**src/rtl/mem_port_arbiter.sv**
```systemverilog
// Two-requester round-robin arbiter with a burst quantum in front of a single-port memory.
// Memory controls are registered one cycle after accept; read data returns two cycles after accept.
module mem_port_arbiter #(
  parameter int DATA_WIDTH   = 32,
  parameter int MEMORY_DEPTH = 1024,
  parameter int MAX_BURST    = 4,
  localparam int AW = $clog2(MEMORY_DEPTH)
) (
  input  logic                  ACLK,
  input  logic                  ARESET,
  input  logic                  r0_valid,
  output logic                  r0_ready,
  input  logic                  r0_we,
  input  logic [AW-1:0]         r0_addr,
  input  logic [DATA_WIDTH-1:0] r0_wdata,
  output logic                  r0_rvalid,
  output logic [DATA_WIDTH-1:0] r0_rdata,
  input  logic                  r1_valid,
  output logic                  r1_ready,
  input  logic                  r1_we,
  input  logic [AW-1:0]         r1_addr,
  input  logic [DATA_WIDTH-1:0] r1_wdata,
  output logic                  r1_rvalid,
  output logic [DATA_WIDTH-1:0] r1_rdata,
  output logic                  mem_en,
  output logic                  mem_we,
  output logic [AW-1:0]         mem_addr,
  output logic [DATA_WIDTH-1:0] mem_wdata,
  input  logic [DATA_WIDTH-1:0] mem_rdata
);

  localparam int BW = $clog2(MAX_BURST + 1);

  typedef enum logic [1:0] {IDLE, OWN0, OWN1} state_t;

  state_t          state, state_nxt;
  logic            last_owner, last_nxt;
  logic [BW-1:0]   burst_cnt, cnt_nxt;
  logic            grant_vld, grant_id;
  logic            quantum_done;
  logic            sel_we;
  logic [AW-1:0]   sel_addr;
  logic [DATA_WIDTH-1:0] sel_wdata;
  logic            rd1_vld, rd1_id, rd2_vld, rd2_id;

  assign quantum_done = (burst_cnt == BW'(MAX_BURST));

  always_comb begin
    grant_vld = 1'b0;
    grant_id  = 1'b0;
    state_nxt = IDLE;
    last_nxt  = last_owner;
    cnt_nxt   = '0;
    case (state)
      IDLE: begin
        if (r0_valid && r1_valid) begin
          grant_vld = 1'b1;
          grant_id  = ~last_owner;
        end else if (r0_valid || r1_valid) begin
          grant_vld = 1'b1;
          grant_id  = r1_valid;
        end
      end
      OWN0: begin
        if (r1_valid && (!r0_valid || quantum_done)) begin
          grant_vld = 1'b1;
          grant_id  = 1'b1;
        end else if (r0_valid) begin
          grant_vld = 1'b1;
          grant_id  = 1'b0;
        end
      end
      OWN1: begin
        if (r0_valid && (!r1_valid || quantum_done)) begin
          grant_vld = 1'b1;
          grant_id  = 1'b0;
        end else if (r1_valid) begin
          grant_vld = 1'b1;
          grant_id  = 1'b1;
        end
      end
      default: ;
    endcase
    if (ARESET) grant_vld = 1'b0;

    if (grant_vld) begin
      state_nxt = grant_id ? OWN1 : OWN0;
      last_nxt  = grant_id;
      // Quantum restarts whenever ownership is (re)acquired.
      if (state == IDLE || (state == OWN1) != grant_id)
        cnt_nxt = BW'(1);
      else if (!quantum_done)
        cnt_nxt = burst_cnt + 1'b1;
      else
        cnt_nxt = burst_cnt;
    end
  end

  assign r0_ready  = grant_vld & ~grant_id;
  assign r1_ready  = grant_vld & grant_id;
  assign sel_we    = grant_id ? r1_we    : r0_we;
  assign sel_addr  = grant_id ? r1_addr  : r0_addr;
  assign sel_wdata = grant_id ? r1_wdata : r0_wdata;

  always_ff @(posedge ACLK) begin
    if (ARESET) begin
      state      <= IDLE;
      last_owner <= 1'b1;
      burst_cnt  <= '0;
      mem_en     <= 1'b0;
      mem_we     <= 1'b0;
      mem_addr   <= '0;
      mem_wdata  <= '0;
      rd1_vld    <= 1'b0;
      rd1_id     <= 1'b0;
      rd2_vld    <= 1'b0;
      rd2_id     <= 1'b0;
    end else begin
      state      <= state_nxt;
      last_owner <= last_nxt;
      burst_cnt  <= cnt_nxt;
      mem_en     <= grant_vld;
      mem_we     <= grant_vld & sel_we;
      if (grant_vld) begin
        mem_addr  <= sel_addr;
        mem_wdata <= sel_wdata;
      end
      // Read tag follows the op through the memory's one-cycle read latency.
      rd1_vld <= grant_vld & ~sel_we;
      rd1_id  <= grant_id;
      rd2_vld <= rd1_vld;
      rd2_id  <= rd1_id;
    end
  end

  assign r0_rvalid = rd2_vld & ~rd2_id;
  assign r1_rvalid = rd2_vld & rd2_id;
  assign r0_rdata  = mem_rdata;
  assign r1_rdata  = mem_rdata;

endmodule

```
**config.mk**
```make
export PLATFORM = sky130hd
export DESIGN_NAME = mem_port_arbiter
export DESIGN_NICKNAME = d
export VERILOG_FILES = /design/src/rtl/mem_port_arbiter.sv
export SDC_FILE = /design/constraint.sdc
export NUM_CORES = 1
export LEC_CHECK = 0
export ABC_AREA = 1
export CAP_MARGIN = 20
export CORE_ASPECT_RATIO = 1.75
export CORE_MARGIN = 2
export CORE_UTILIZATION = 35
export DETAILED_ROUTE_END_ITERATION = 8
export PLACE_DENSITY_LB_ADDON = 0.05
export SYNTH_ARGS = -nofsm -noshare
export SYNTH_HDL_FRONTEND = slang
export SYNTH_SLANG_ARGS = --single-unit
```
**constraint.sdc**
```tcl
create_clock -name ACLK -period 2.5 [get_ports ACLK]
set_input_delay 0.75 -clock ACLK [delete_from_list [all_inputs] [get_ports ACLK]]
set_output_delay 0.75 -clock ACLK [all_outputs]
set_load 0.02 [all_outputs]
```
==> results.md, run 1 <==
- R2R Setup Slk: 0.57 ns
- Post-Place Cell Area: 4280 µm²
- Post-Syn Area per Cell: 7.26 µm²
- Worst hold-check path type: reg2reg
- CP Data Required Time: 1.75 ns
- Final WS setup: 0.105 ns
- Largest net degree at the start of global routing: 86
- Min-delay src: rd1_vld
- Congestion Overflow GR: 0
- Initial core utilization: 35.5%
- Cell family with most CP delay: buffers and inverters
- Vias in the first global route: 3108
- Peak fanout along the critical path: 4
- FF+latch count, synth: 54
- Layout Skew: 0.00917 ns
- Yosys warning total: 0
- Switching share of power: 32.9%
- Share of synthesized registers carrying an async set or reset: 0%
- Met3 Usage GRT: 4.91%
- Worst path max stage delay: 0.25 ns
- Syn_nets: 581
- WHS Endpoint: rd2_vld
- Int Pwr: 1.69 mW
- Worst hold stages: 2
- Initial antenna violation count: 0
- Final Instance Area: 4440 µm²
- Reg power frac: 38.9%
- TNS Setup: 0 ns
- Final setup viols: 0
- Mapped Cells: 457
- GRT Max-Usage Layer: met2
- Crit-path cells: dlygate4sd2_1 -> inv_1 -> nand2_1 -> nand3_2 -> nand2_4 -> nand2_2 -> nand2_1 -> inv_1 -> buf_4
- CTS H-tree depth: 2
- Slew @ Worst Pin: 0.781 ns
- PwrDens: 568 nW/µm²
- # rows: 47
- GRT Total Usage: 19.2%
- Clock transition at path regs: 0.08 ns
- Die extent in y: 133 µm
- CP bufs+invs: 4
- Leak: 2.06 nW
- Vias: 3115
- Unrepaired setup endpoints after global routing: false
- Post-synth EDFFs: 0
- First-pass GRT wire length: 15.6 mm
- CTS max path bufs: 2
- CP Capture Type: primary output
- Layout cells sized above 1: 11.8%
- Max-cap check violation count: 0
- WL/cell: 15.4 µm
- CTS tree: yes
- Core region area: 9350 µm²
- Post-layout minimum cycle time: 2.40 ns
- Drt drc: 0
- Final worst-path cycle share: 95.8%
- Grt met1 use: 18.8%
- Commonest cells after routing, fill and taps aside: clkdlybuf4s50_1 (132), nand2_1 (96), nand3_1 (57)
- GP Congestion: 0.754
- Vias per std cell: 4.87
- Clk sinks: 54
- N_diodes: 0
- Worst slew margin: 48.0%
- Synthesized area: 3320 µm²
- Power share of the clock group: 28.9%
- Synth unique cells: 23
- Detail Route Antenna Nets: 0
- Sequential share of the synthesized area: 32.6%
- Routed WL: 9.85 mm
- Setup crit start kind: input port
- I/O pin cnt: 234
- Detail Placement HPWL: 6.35 mm
- Worst skew pair latency: 0.30 ns
- Max Transition Viols Final: 0
- Final hold violations: 0
- Final #Nets: 641
- Logic pwr share: 32.2%
- VDD IR-drop max: 0.000404 V
- Crit Path Class: in2out
- Final-layout fill cell count: 935
- Worst reg-to-reg path cell count: 12
- Initial DRT Pass Iterations: 4
- Crit path DAT: 1.65 ns
- RR Startpoint: burst_cnt[0]
- Port bufs: 137
- Hold_buf cts: 0
- TritonCTS buffer count: 5
- Worst hold margin: 0.412 ns
- Area Overhead vs Synth: 33.8%
- Fmax: 0.417 GHz
- 1st-iter DRT viols: 101
- Primary FF master, synth: dfxtp_1
- Clk root buf: clkbuf_16
- Crit Reg-Reg Endpoint: mem_wdata[24]
- Commonest non-fill, non-tap cell in the layout: clkdlybuf4s50_1
- P_sw: 0.829 mW
- Slowest cell on the critical path: dlygate4sd2_1
- Pre-CTS setup slack: -0.629 ns
- Status: finished, final reports clean
- Die width: 77.6 µm
- Met2 capacity usage during global routing: 36.2%
- DIE AREA: 10300 µm²
## what timing repair did
action                                  in CTS  in global routing
cloned                                       0                  0
setup buffers                                0                  0
gates resized for setup                     15                  2
pin swaps                                    2                  0
endpoints found under the setup margin       2                 26
## final cells by class
class	count	area, µm²	area share (%)
Clock inverter	3	25.0	0.564
Clock buffer	5	125	2.82
Inverter	58	219	4.93
Multi-Input combinational cell	250	1380	31.1
Timing Repair Buffer	148	1460	32.8
Tap cell	122	153	3.44
Sequential cell	54	1080	24.3
## worst reg2reg max path, stage by stage, from the launching register on
cell and delay (ns):
dfxtp_1 0.34, inv_1 0.07, ha_1 0.23, nand2_2 0.08, nand2_1 0.06, nand3_2 0.09
nand2_4 0.05, nand2_2 0.10, buf_4 0.46, nand3_1 0.16, nand3_1 0.10, nand2_1 0.05
inv_1 0.07
## how the worst max path moves through the flow
stage,startpoint,to,slack (ns),cells past startpoint
5_1_grt,burst_cnt[0],r1_ready,0.01,10
3_3_place_gp,r1_valid,r1_ready,-0.62,8
4_1_cts,ARESET,r1_ready,0.003,6
2_1_floorplan,r0_valid,r0_ready,0.19,5
6_report,r0_valid,r1_ready,0.10,9
3_5_place_dp,r1_valid,r1_ready,-0.63,8
## per-stage QoR
| step | utilization, % | instances | power, mW |
|---|---|---|---|
| 4_1_cts | 47.4 | 640 | 2.57 |
| 3_3_place_gp | 45.8 | 632 | 1.82 |
| 6_report | 47.5 | 640 | 2.52 |
| 2_1_floorplan | - | 457 | 1.59 |
| 5_1_grt | 47.5 | 640 | 2.68 |
| 3_5_place_dp | 45.8 | 632 | 1.82 |
## per-layer routing
layer	share of wire, %	vias to the layer above	wire length (µm)
li1	-	1525	-
met2	55	92	5370
met4	3.2	0	318
met5	0	-	0
met3	5.9	39	579
met1	36	1459	3580
## synth_stat cells (all sizes together), types with 2 or more instances
cell type / n / area (µm²)
nor2: 9 / 41.3
nand2: 99 / 384
o21ai: 2 / 10.0
nand3: 89 / 601
inv: 58 / 218
dfxtp: 54 / 1080
nand4: 42 / 263
buf: 85 / 611
clkbuf: 10 / 37.5
ha: 2 / 25.0
a21oi: 3 / 15.0
## logic make-up after synthesis
logic type	count (synthesis)	share of synthesized area [%]
AOI/OAI and AO/OA	6	1.02
xor gates and xnor gates	2	0.528
adders and majority gates	2	0.754
buffers and inverters	153	26.1
DFF	54	32.6
and+or+nand+nor	240	39.0
## power groups by stage
stage                     Combinational, mW  Clock (mW)  Sequential (mW)
final                                 0.812       0.728            0.982
after global placement                0.816           0             1.00
after floorplan                       0.510           0             1.08
after global routing                  0.887       0.795            0.994
after CTS                             0.824       0.761            0.983
after detailed placement              0.820           0             1.00
## registers in the layout, indices dropped and copies added (netlist names)
| name | cells |
|---|---|
| rd1_vld | 1 |
| burst_cnt | 3 |
| rd1_id | 1 |
| rd2_id | 1 |
| mem_en | 1 |
| rd2_vld | 1 |
| mem_wdata | 32 |
| mem_we | 1 |
| mem_addr | 10 |
| state | 2 |
| last_owner | 1 |
(Power assumes the default switching activity.)
==> inputs of run 2 (changes only) <==
CTS_CLUSTER_SIZE = 14   (was default)
==> results of run 2 <==
Same layout as run 1: the final DEF is identical, and so are final timing and power.
==> inputs of run 3 (changes only) <==
PLACE_DENSITY = 0.88   (was default)
PLACE_DENSITY_LB_ADDON = default   (was 0.05)
==> results.md, run 3 (same netlist as run 1, synthesis figures left out) <==
- Commonest cells after routing, fill and taps aside: clkdlybuf4s50_1 (132), nand2_1 (96), nand3_1 (57)
- Final setup viols: 0 (unchanged)
- CP Capture Type: primary output
- PwrDens: 578 nW/µm² (+1.7%)
- Max Transition Viols Final: 0 (unchanged)
- Crit Path Class: in2out
- Crit path DAT: 1.63 ns (-0.02 ns)
- Worst hold-check path type: reg2reg
- Final-layout fill cell count: 891 (-4.7%)
- Initial antenna violation count: 0 (unchanged)
- Slew @ Worst Pin: 1.03 ns (+0.245 ns)
- GRT Total Usage: 19.5% (+0.28 points)
- Vias in the first global route: 3210 (+3.3%)
- Final worst-path cycle share: 95.3% (-0.52 points)
- Unrepaired setup endpoints after global routing: false
- Commonest non-fill, non-tap cell in the layout: clkdlybuf4s50_1
- Die width: 77.6 µm (unchanged)
- # rows: 47 (unchanged)
- Vias: 3219 (+3.3%)
- Pwr Total: 2.58 mW (+2.3%)
- Setup crit start kind: input port
- DIE AREA: 10300 µm² (unchanged)
- Clk sinks: 54 (unchanged)
- Vias per std cell: 5.01 (+3.0%)
- I/O pin cnt: 234 (unchanged)
- Worst skew pair latency: 0.29 ns (about the same)
- Peak fanout along the critical path: 3 (-1)
- CP Data Required Time: 1.75 ns (about the same)
- Die extent in y: 133 µm (unchanged)
- Routed WL: 10.2 mm (+3.4%)
- Worst slew margin: 31.7% (-16 points)
- CTS H-tree depth: 2 (unchanged)
- Detail Placement HPWL: 7.00 mm (+10%)
- Clk root buf: clkbuf_16
- Port bufs: 137 (unchanged)
- Detail Route Antenna Nets: 0 (unchanged)
- TritonCTS buffer count: 5 (unchanged)
- Post-layout minimum cycle time: 2.38 ns (-0.0130 ns)
- Largest Register: mem_wdata
- CTS max path bufs: 2 (unchanged)
- Layout Skew: 0.00746 ns (-0.00170 ns)
- Congestion Overflow GR: 0 (unchanged)
- GP Congestion: 0.822 (+9.1%)
- Initial DRT Pass Iterations: 4 (unchanged)
- VDD IR-drop max: 0.000297 V (-26%)
- N_diodes: 0 (unchanged)
- Largest registers: mem_wdata x32, mem_addr x10, burst_cnt x3
- Area Overhead vs Synth: 34.5%
- First-pass GRT wire length: 15.8 mm (+1.6%)
- Final #Nets: 643 (+0.31%)
- WL/cell: 15.9 µm (+3.1%)
- Status: finished, final reports clean
- Drt drc: 0 (unchanged)
- 1st-iter DRT viols: 234 (+130%)
- Core region area: 9350 µm² (unchanged)
- Leak: 2.08 nW (+1.1%)
- CTS tree: yes
- Clock transition at path regs: 0.07 ns (about the same)
- Max-cap check violation count: 0 (unchanged)
- Largest net degree at the start of global routing: 86 (unchanged)
- Layout cells sized above 1: 12.3% (+0.53 points)
- Final hold violations: 0 (unchanged)
- Worst hold margin: 0.405 ns (-0.00637 ns)
- Initial core utilization: 35.5% (unchanged)
- Largest register FFs: 32 (unchanged)
- Fmax: 0.420 GHz (+0.54%)
==> run 3: changes by cell type in the layout (fill, tap and decap cells not counted), sizes merged <==
cell and delta:
clkinvlp -1, clkbuf +1, bufinv +1, dlygate4sd2 -1
inv -1, clkinv +1, buf +2
==> run 3: worst paths after layout <==
kind / end / start / cells past startpoint / slack (ns)
setup / recovery: r0_ready / r1_valid / 7 / 0.12
hold / removal: rd2_id / rd1_id / 2 / 0.41
setup reg to reg: mem_addr[1] / burst_cnt[0] / 12 / 0.42
hold reg to reg: rd2_id / rd1_id / 2 / 0.41
==> run 3: area by class of cell <==
cell class              count  area [µm²]  share of cell area (%)
inverters                  58         219                    4.90
multi-input cells         250        1380                    31.0
flip-flops and latches     54        1080                    24.2
clock buffers               5         125                    2.80
repair buffers            150        1460                    32.8
clock inverters             3        40.0                   0.897
well taps                 122         153                    3.42
==> run 3: metal layers <==
layer	GRT usage [%]	vias to the layer above	wire, µm
met5	0	-	0
met4	17.9	0	896
met3	3.82	83	682
met2	36.3	130	5460
met1	16.6	1475	3140
li1	-	1531	-
==> run 3: through the flow <==
step / setup TNS [ns] / instance area [µm²] / cells / setup slack [ns] / util [%]
floorplan: 0 / 3320 / 457 / 0.190 / -
global placement: -6.65 / 4290 / 633 / -0.544 / 45.9
global route: 0 / 4460 / 642 / 0.0295 / 47.7
detailed placement: -7.35 / 4290 / 633 / -0.589 / 45.9
finish: 0 / 4460 / 642 / 0.117 / 47.7
CTS: 0 / 4470 / 642 / 0.00351 / 47.8
==> run 3: where the power goes <==
| group | total [mW] | leakage (nW) | internal (mW) | switching (mW) |
|---|---|---|---|---|
| logic | 0.812 | 1.55 | 0.373 | 0.439 |
| registers | 0.986 | 0.444 | 0.942 | 0.0435 |
| clock network | 0.781 | 0.0836 | 0.469 | 0.312 |
==> run 3: worst max-delay path, cell delays in order <==
cell and delay (ns):
dlygate4sd2_1 0.26, buf_6 0.13, o21ai_2 0.18, nor2_4 0.06, inv_2 0.05, nor2_1 0.04
buf_4 0.15
==> run 3: what timing repair did <==
item,in CTS,in global routing
setup endpoints to repair,2,21
setup buffers,1,0
pin swaps,2,0
resized for setup,15,3
hold buffers,0,0
